## config.mk

```make
export PLATFORM = sky130hd
export DESIGN_NAME = multicycle_control
export DESIGN_NICKNAME = d
export VERILOG_FILES = /design/src/rtl/multicycle_control.sv
export SDC_FILE = /design/constraint.sdc
export NUM_CORES = 1
export LEC_CHECK = 0
export BUFFER_PORTS_ARGS = -buffer_cell sky130_fd_sc_hd__buf_2
export CORE_MARGIN = 5
export CORE_UTILIZATION = 48
export DETAILED_ROUTE_END_ITERATION = 10
export PLACE_DENSITY_LB_ADDON = 0.05
export SLEW_MARGIN = 20
export SYNTH_ARGS = -nofsm -noshare
export SYNTH_HDL_FRONTEND = slang
export SYNTH_SLANG_ARGS = --single-unit
```

## constraint.sdc

```tcl
create_clock -name clk -period 2.6 [get_ports clk]
set_clock_uncertainty 0.05 [all_clocks]
set_input_delay 0.26 -clock clk [delete_from_list [all_inputs] [get_ports clk]]
set_output_delay 0.26 -clock clk [all_outputs]
set_load 0.1 [all_outputs]
```

## src/rtl/multicycle_control.sv

```systemverilog
// Main control FSM for the 16-bit multi-cycle core: sequences each
// instruction through FETCH/DECODE/EXEC/MEM/WB and drives datapath enables.
module multicycle_control #(
    parameter int CNT_W = 16
) (
    input  logic             clk,
    input  logic             reset,
    input  logic [3:0]       opcode,
    input  logic             mode,
    input  logic             zero,
    input  logic             negative,
    output logic [3:0]       alu_op,
    output logic             alu_src_b,
    output logic             pc_write,
    output logic [1:0]       pc_src,
    output logic             ir_write,
    output logic             imem_read,
    output logic             dmem_read,
    output logic             dmem_write,
    output logic             reg_write,
    output logic             mem_to_reg,
    output logic             ext_sign,
    output logic             byte_load,
    output logic             rr_write,
    output logic             instr_done,
    output logic [2:0]       state,
    output logic [CNT_W-1:0] instr_count
);

    typedef enum logic [2:0] {
        S_FETCH  = 3'd0,
        S_DECODE = 3'd1,
        S_EXEC   = 3'd2,
        S_MEM    = 3'd3,
        S_WB     = 3'd4
    } state_t;

    localparam logic [3:0] OP_AND  = 4'h0;
    localparam logic [3:0] OP_ADD  = 4'h1;
    localparam logic [3:0] OP_SUB  = 4'h2;
    localparam logic [3:0] OP_ADDI = 4'h3;
    localparam logic [3:0] OP_ANDI = 4'h4;
    localparam logic [3:0] OP_LW   = 4'h5;
    localparam logic [3:0] OP_LB   = 4'h6;
    localparam logic [3:0] OP_SW   = 4'h7;
    localparam logic [3:0] OP_BGT  = 4'h8;
    localparam logic [3:0] OP_BLT  = 4'h9;
    localparam logic [3:0] OP_BEQ  = 4'hA;
    localparam logic [3:0] OP_BNE  = 4'hB;
    localparam logic [3:0] OP_JMP  = 4'hC;
    localparam logic [3:0] OP_CALL = 4'hD;
    localparam logic [3:0] OP_RET  = 4'hE;
    localparam logic [3:0] OP_SV   = 4'hF;

    state_t             state_q;
    state_t             state_d;
    logic [CNT_W-1:0]   instr_count_q;
    logic [CNT_W-1:0]   instr_count_d;
    logic               br_taken;
    logic               is_load;
    logic               is_store;
    logic               uses_imm;

    assign is_load  = (opcode == OP_LW) || (opcode == OP_LB);
    assign is_store = (opcode == OP_SW) || (opcode == OP_SV);
    assign uses_imm = is_load || is_store ||
                      (opcode == OP_ADDI) || (opcode == OP_ANDI);

    // Sign comes from result bit 15 only; overflow is deliberately ignored.
    always_comb begin
        br_taken = 1'b0;
        case (opcode)
            OP_BGT:  br_taken = !zero && !negative;
            OP_BLT:  br_taken = negative;
            OP_BEQ:  br_taken = zero;
            OP_BNE:  br_taken = !zero;
            default: br_taken = 1'b0;
        endcase
    end

    always_comb begin
        state_d    = state_q;
        alu_op     = 4'b0000;
        alu_src_b  = 1'b0;
        pc_write   = 1'b0;
        pc_src     = 2'b00;
        ir_write   = 1'b0;
        imem_read  = 1'b0;
        dmem_read  = 1'b0;
        dmem_write = 1'b0;
        reg_write  = 1'b0;
        mem_to_reg = 1'b0;
        ext_sign   = 1'b0;
        byte_load  = 1'b0;
        rr_write   = 1'b0;
        instr_done = 1'b0;

        case (state_q)
            S_FETCH: begin
                imem_read = 1'b1;
                ir_write  = 1'b1;
                pc_write  = 1'b1;
                pc_src    = 2'b00;
                state_d   = S_DECODE;
            end

            S_DECODE: begin
                case (opcode)
                    OP_JMP: begin
                        pc_write   = 1'b1;
                        pc_src     = 2'b10;
                        instr_done = 1'b1;
                        state_d    = S_FETCH;
                    end
                    OP_CALL: begin
                        pc_write   = 1'b1;
                        pc_src     = 2'b10;
                        rr_write   = 1'b1;
                        instr_done = 1'b1;
                        state_d    = S_FETCH;
                    end
                    OP_RET: begin
                        pc_write   = 1'b1;
                        pc_src     = 2'b11;
                        instr_done = 1'b1;
                        state_d    = S_FETCH;
                    end
                    default: state_d = S_EXEC;
                endcase
            end

            S_EXEC: begin
                alu_op    = opcode;
                alu_src_b = uses_imm;
                ext_sign  = (opcode != OP_ANDI);
                case (opcode)
                    OP_AND, OP_ADD, OP_SUB,
                    OP_ADDI, OP_ANDI: state_d = S_WB;
                    OP_LW, OP_LB,
                    OP_SW, OP_SV:     state_d = S_MEM;
                    OP_BGT, OP_BLT,
                    OP_BEQ, OP_BNE: begin
                        instr_done = 1'b1;
                        pc_write   = br_taken;
                        pc_src     = br_taken ? 2'b01 : 2'b00;
                        state_d    = S_FETCH;
                    end
                    default: state_d = S_FETCH;
                endcase
            end

            S_MEM: begin
                if (is_load) begin
                    dmem_read = 1'b1;
                    if (opcode == OP_LB) begin
                        byte_load = 1'b1;
                        ext_sign  = mode;
                    end
                    state_d = S_WB;
                end else if (is_store) begin
                    dmem_write = 1'b1;
                    instr_done = 1'b1;
                    state_d    = S_FETCH;
                end else begin
                    state_d = S_FETCH;
                end
            end

            S_WB: begin
                reg_write  = 1'b1;
                instr_done = 1'b1;
                mem_to_reg = is_load;
                if (opcode == OP_LB) begin
                    byte_load = 1'b1;
                    ext_sign  = mode;
                end
                state_d = S_FETCH;
            end

            default: state_d = S_FETCH;
        endcase

        // Reset overrides everything so an abandoned instruction writes nothing.
        if (reset) begin
            state_d    = S_FETCH;
            alu_op     = 4'b0000;
            alu_src_b  = 1'b0;
            pc_write   = 1'b0;
            pc_src     = 2'b00;
            ir_write   = 1'b0;
            imem_read  = 1'b0;
            dmem_read  = 1'b0;
            dmem_write = 1'b0;
            reg_write  = 1'b0;
            mem_to_reg = 1'b0;
            ext_sign   = 1'b0;
            byte_load  = 1'b0;
            rr_write   = 1'b0;
            instr_done = 1'b0;
        end
    end

    always_comb begin
        if (reset) begin
            instr_count_d = '0;
        end else begin
            instr_count_d = instr_count_q + CNT_W'(instr_done);
        end
    end

    always_ff @(posedge clk) begin
        state_q       <= state_d;
        instr_count_q <= instr_count_d;
    end

    assign state       = state_q;
    assign instr_count = instr_count_q;

endmodule

```

==> impl_metrics.json, run 1 <==
{
  "vias": 1239,
  "maxCapViolCount": 0,
  "hold_class": "in2reg",
  "core_um2": 2410,
  "worst-setup-path-type": "reg2reg",
  "cts.reportedPaths.clkPinSlew_ns": 0.10,
  "arrival_ns": 2.46,
  "routed_wl_um": 3112,
  "r2r-start": "state[0]",
  "utilization": 0.6724,
  "nets": 207,
  "gr-usage-met2": 0.3183,
  "ir_drop_mv": 0.3314,
  "reg2regPathDepth": 10,
  "fp.dieW_um": 59.55,
  "antenna_found_initial": 0,
  "period_share": 0.8973,
  "cts_resized": 0,
  "syn_avg_cell_area_um2": 7.754,
  "fin_ws_ns": 0.2669,
  "cts-htree-levels": 1,
  "postCtsSetupBuffers": 0,
  "busiest_layer": "met2",
  "required_ns": 2.73,
  "min_path_cells": 2,
  "grt_usage": 0.1851,
  "rsz0062_at_grt": "no",
  "totalPowerFinal_w": 0.0006294,
  "place_congestion": 0.9132,
  "yosysSeqAreaShare": 0.3227,
  "max-slew-margin-rel": 0.6702,
  "numCtsBuffers": 3,
  "crit_fanout": 13,
  "cts_tree": "built",
  "dp_hpwl_um": 2450,
  "final_antenna_net_count": 0,
  "ctsLongestPathBuffers": 2,
  "fillerInstances": 208,
  "die_h_um": 59.55,
  "rows": 18,
  "n_antenna_cell": 0,
  "grt_use_met1": 0.2401,
  "ys_seq_elements": 19,
  "yosysWarnings": 0,
  "fmax_ghz": 0.4286,
  "worst_slew_pin_slew_ns": 0.4981,
  "clk-insertion-delay-late_ns": 0.29,
  "min_period_ns": 2.333,
  "cts.sinks": 19,
  "drtPass1Iterations": 4,
  "grt_max_degree": 21,
  "synth_area_um2": 1179,
  "ys_types": 39,
  "grt_pass1_vias": 1183,
  "hold_viol": 0,
  "grt-ovfl-total": 0,
  "synthToLayoutAreaGrowth_pct": 37.47,
  "leakage_nw": 0.6719,
  "ios": 46,
  "wire_per_inst_um": 13.83,
  "route.detailed.drc": 0,
  "outcome": "completed",
  "syn_inst": 152,
  "worstSetupStartpoint": "state[0]",
  "power_density_nw_per_um2": 388.4,
  "drt_iter0_drc": 49,
  "endpoint_kind": "register",
  "hold_slack_ns": 0.1951,
  "cts_hold_buffers": 0,
  "finalMaxSlewViolations": 0,
  "grt_pass1_wl_um": 5195,
  "min_from": "opcode[3]",
  "io_buffers": 45,
  "drive_gt1_frac": 0.4256,
  "met3_usage": 0.03486,
  "syn_nets": 163,
  "viasPerCell": 5.507,
  "pre_cts_ws_ns": 0.2527,
  "finalSetupViolCount": 0,
  "initial_core_util": 0.4891,
  "critPathLaunchType": "register",
  "die_area_um2": 3546,
  "cts_root_buffer": "clkbuf_4"
}
==> report_power, final <==
group | total [W] | leakage, nW | internal, W | switching, W
clock network | 0.000145 | 0.0150 | 0.0000597 | 0.0000857
logic | 0.000178 | 0.501 | 0.0000387 | 0.000140
registers | 0.000306 | 0.156 | 0.000294 | 0.0000118
total | 0.000629 | 0.672 | 0.000392 | 0.000237
==> layer usage <==
| layer | share of wire | vias up |
|---|---|---|
| met4 | 0.0032 | 0 |
| met5 | 0 | - |
| met1 | 0.43 | 567 |
| li1 | - | 628 |
| met2 | 0.49 | 42 |
| met3 | 0.072 | 2 |
==> Yosys cell counts (all sizes together) <==
cell type,instances,share of area
a211oi,1,0.0064
nor2b,3,0.016
a211o,1,0.0074
ha,2,0.021
nor2,20,0.064
clkbuf,1,0.0032
xor2,2,0.015
inv,5,0.016
xnor2,10,0.074
nor4,6,0.032
nand3,6,0.030
nand2,13,0.041
a2111oi,1,0.013
or2,1,0.0053
a221oi,1,0.0074
buf,7,0.042
nand2b,5,0.027
o311ai,1,0.0074
nand4,4,0.034
nand3b,1,0.0064
a21boi,1,0.0064
and3,1,0.0053
o22ai,1,0.0053
nor3b,1,0.0064
nor3,10,0.042
maj3,1,0.0085
or3,6,0.033
o21bai,1,0.0064
and2,2,0.011
o221a,1,0.0096
or3b,1,0.0074
a21oi,9,0.038
o21ai,7,0.030
dfxtp,19,0.32
==> worst paths after layout <==
check                          to  slack [ns]
hold / removal           state[2]        0.20
hold reg to reg    instr_count[6]        0.50
setup reg to reg  instr_count[12]        0.27
setup / recovery  instr_count[12]        0.27
==> stage by stage <==
step / TNS, ns / area, um2 / instances
floorplan: -7.783 / 1370 / 152
global placement: 0 / 1594 / 221
detailed placement: 0 / 1594 / 221
CTS: 0 / 1620 / 225
global route: 0 / 1620 / 225
finish: 0 / 1620 / 225
==> logic make-up (layout without fill, tap and decap cells) <==
kind of cell             Yosys count  count (layout)  synth area share
adder cells (fa/ha/maj)            3               3           0.02972
buffers and inverters             13              56           0.06157
AND/OR/NAND/NOR                   80              80            0.3599
AO/OA/AOI/OAI                     25              25            0.1369
XOR/XNOR                          12              12           0.08917
flip-flops                        19              19            0.3227
==> cells in the final DEF, fill, tap and decap left out, types with 2 or more instances in the layout <==
cell type / instances
buf_4: 2
dfxtp_4: 3
ha_4: 2
and2_1: 2
xor2_1: 2
nor3_2: 3
nor3_1: 6
o21ai_0: 6
nand2b_1: 5
a21oi_2: 2
nor4_2: 2
nand4_1: 3
nor2_2: 5
nor4_4: 2
dfxtp_1: 16
nand3_1: 5
nor2b_1: 3
buf_2: 45
or3_1: 5
inv_1: 5
nand2_1: 12
xnor2_1: 10
nor2_1: 15
a21oi_1: 6
clkbuf_4: 3
nor4_1: 2
==> worst max-delay path, cell delays in order, from the launching register on <==
cell and delay [ns]:
dfxtp_4 0.40, or3b_4 0.48, o21ai_2 0.09, a21oi_2 0.06, a211oi_4 0.21, ha_4 0.19, ha_4 0.15, nand2_4 0.08
nor4_4 0.29, xnor2_1 0.15, nor2_1 0.06
==> sequential cells by signal (all words and copies together), names as in the netlist <==
register and cells:
instr_count 16, state 3
==> area by class of cell <==
type,count,area (um2),area share
flip-flops and latches,19,391.6,0.2417
clock buffers,4,26.28,0.01622
multi-input cells,120,905.9,0.5591
repair buffers,47,240.2,0.1483
inverters,5,18.77,0.01158
well taps,30,37.54,0.02317
Note: power is estimated with default switching activity, not from simulation.
==> run 2, diff against run 1 <==
--- a/config.mk
+++ b/config.mk
@@ -7,7 +7,8 @@
 export LEC_CHECK = 0
 export BUFFER_PORTS_ARGS = -buffer_cell sky130_fd_sc_hd__buf_2
 export CORE_MARGIN = 5
-export CORE_UTILIZATION = 48
+export CORE_UTILIZATION = 50
+export CTS_BUF_LIST = sky130_fd_sc_hd__clkbuf_4
 export DETAILED_ROUTE_END_ITERATION = 10
 export PLACE_DENSITY_LB_ADDON = 0.05
 export SLEW_MARGIN = 20
==> impl_metrics.json, run 2 (synthesized netlist as in run 1, its figures left out) <==
{
  "seqPwrFrac": 0.478,
  "drtPass1Iterations": 4,
  "critPathTopFamily": "simple AND/OR/NAND/NOR gates",
  "switching_share": 0.3873,
  "fin_ws_ns": 0.2943,
  "crit_fanout": 13,
  "period_share": 0.8868,
  "cts-htree-levels": 1,
  "numCtsBuffers": 3,
  "vias": 1264,
  "clk-insertion-delay-late_ns": 0.31,
  "ios": 46,
  "largest_register_ffs": 16,
  "route.detailed.drc": 0,
  "place_congestion": 0.8725,
  "endpoint_kind": "output pin",
  "utilization": 0.7317,
  "arrival_ns": 2.00,
  "place_inst": 219,
  "cts.reportedPaths.clkPinSlew_ns": 0.12,
  "rows": 17,
  "postCtsSetupBuffers": 0,
  "hold_viol": 0,
  "drive_gt1_frac": 0.4308,
  "netSwitchingPower_w": 0.0002466,
  "dp_hpwl_um": 2357,
  "viasPerCell": 5.668,
  "fin_area_um2": 1634,
  "wire_per_inst_um": 13.73,
  "outcome": "completed",
  "leakage_nw": 0.6771,
  "min_period_ns": 2.306,
  "cts_tree": "built",
  "drt_iter0_drc": 23,
  "fp.dieW_um": 58.55,
  "final_common_cell": "buf_2",
  "critPathBufInv": 1,
  "grt_pass1_wl_um": 5306,
  "hold_class": "in2reg",
  "timing.setup.tns_ns": 0,
  "worst_slew_pin_slew_ns": 0.4932,
  "fin_cells": 223,
  "rsz0062_at_grt": "no",
  "io_buffers": 45,
  "cts_root_buffer": "clkbuf_4",
  "intPower_w": 0.0003902,
  "grt-ovfl-total": 0,
  "power_frac_clock": 0.239,
  "grt_max_degree": 18,
  "maxCapViolCount": 0,
  "routed_wl_um": 3061,
  "pwr-share-comb": 0.282,
  "fillerInstances": 180,
  "die_h_um": 58.55,
  "die_area_um2": 3428,
  "core_um2": 2233,
  "cpPeakStageDelay_ns": 0.48,
  "critPathLaunchType": "register",
  "power_density_nw_per_um2": 389.7,
  "dpl_cell_area_um2": 1607,
  "n_antenna_cell": 0,
  "grt_usage": 0.1980,
  "finalMaxSlewViolations": 0,
  "final_antenna_net_count": 0,
  "grt_pass1_vias": 1172,
  "nets": 207,
  "crit_slowest_cell": "or3b_4",
  "worst-setup-path-type": "reg2out",
  "max-slew-margin-rel": 0.6735,
  "cts_resized": 0,
  "required_ns": 2.29,
  "ctsLongestPathBuffers": 2,
  "ir_drop_mv": 0.3820,
  "final_cell_mix": "44 x buf_2, 16 x dfxtp_1, 15 x nor2_1, 12 x nand2_1, 10 x xnor2_1",
  "synthToLayoutAreaGrowth_pct": 38.64,
  "antenna_found_initial": 0,
  "fmax_ghz": 0.4337,
  "cts_hold_buffers": 0,
  "initial_core_util": 0.5277,
  "pre_cts_ws_ns": 0.2950,
  "finalSetupViolCount": 0,
  "cts.sinks": 19,
  "crit_chain": "or3b_4 -> o21ai_2 -> a21oi_2 -> a211oi_4 -> buf_2"
}
run 2: final cells by class:
cell class / count / area, um2 / area share
well taps: 28 / 35.03 / 0.02144
clock inverters: 1 / 5.005 / 0.003063
inverters: 5 / 18.77 / 0.01149
flip-flops and latches: 19 / 391.6 / 0.2397
multi-input cells: 120 / 905.9 / 0.5544
repair buffers: 47 / 255.2 / 0.1562
clock buffers: 3 / 22.52 / 0.01378
run 2: path summary, 6_finish.rpt:
path,from,end,slack [ns],cells after the start
min reg2reg,instr_count[6],instr_count[6],0.51,2
min,opcode[3],state[2],0.18,2
max reg2reg,state[0],instr_count[15],0.31,9
max,state[0],instr_done,0.29,5
run 2: per-layer routing:
metal  GRT usage  up-vias  wire length [um]
met4     0.04305        0                12
met5           0        -                 0
met1      0.2648      602              1439
met2      0.3094       34              1398
li1            -      626                 -
met3     0.06579        2               210
run 2: power groups by stage:
stage	Combinational [W]	Clock, W	Sequential, W
2_1_floorplan	0.000132	0	0.000331
3_3_place_gp	0.000178	0	0.000310
3_5_place_dp	0.000180	0	0.000311
4_1_cts	0.000180	0.000157	0.000304
5_1_grt	0.000190	0.000173	0.000306
6_report	0.000180	0.000152	0.000305
run 2: worst reg2reg max path, stage by stage, from the launching register on:
cell and delay [ns]:
dfxtp_4 0.40, or3b_4 0.48, o21ai_2 0.09, a21oi_2 0.06
a211oi_4 0.20, ha_4 0.19, nand3_2 0.18, nor4_1 0.35
xnor2_1 0.16, nor2_1 0.05
run 2: metrics by stage:
stage / hold WS, ns / power (W)
6_report: 0.1780 / 0.0006368
5_1_grt: 0.1879 / 0.0006691
4_1_cts: 0.1673 / 0.0006417
3_5_place_dp: 0.4739 / 0.0004908
3_3_place_gp: 0.4681 / 0.0004883
2_1_floorplan: 0.2771 / 0.0004633
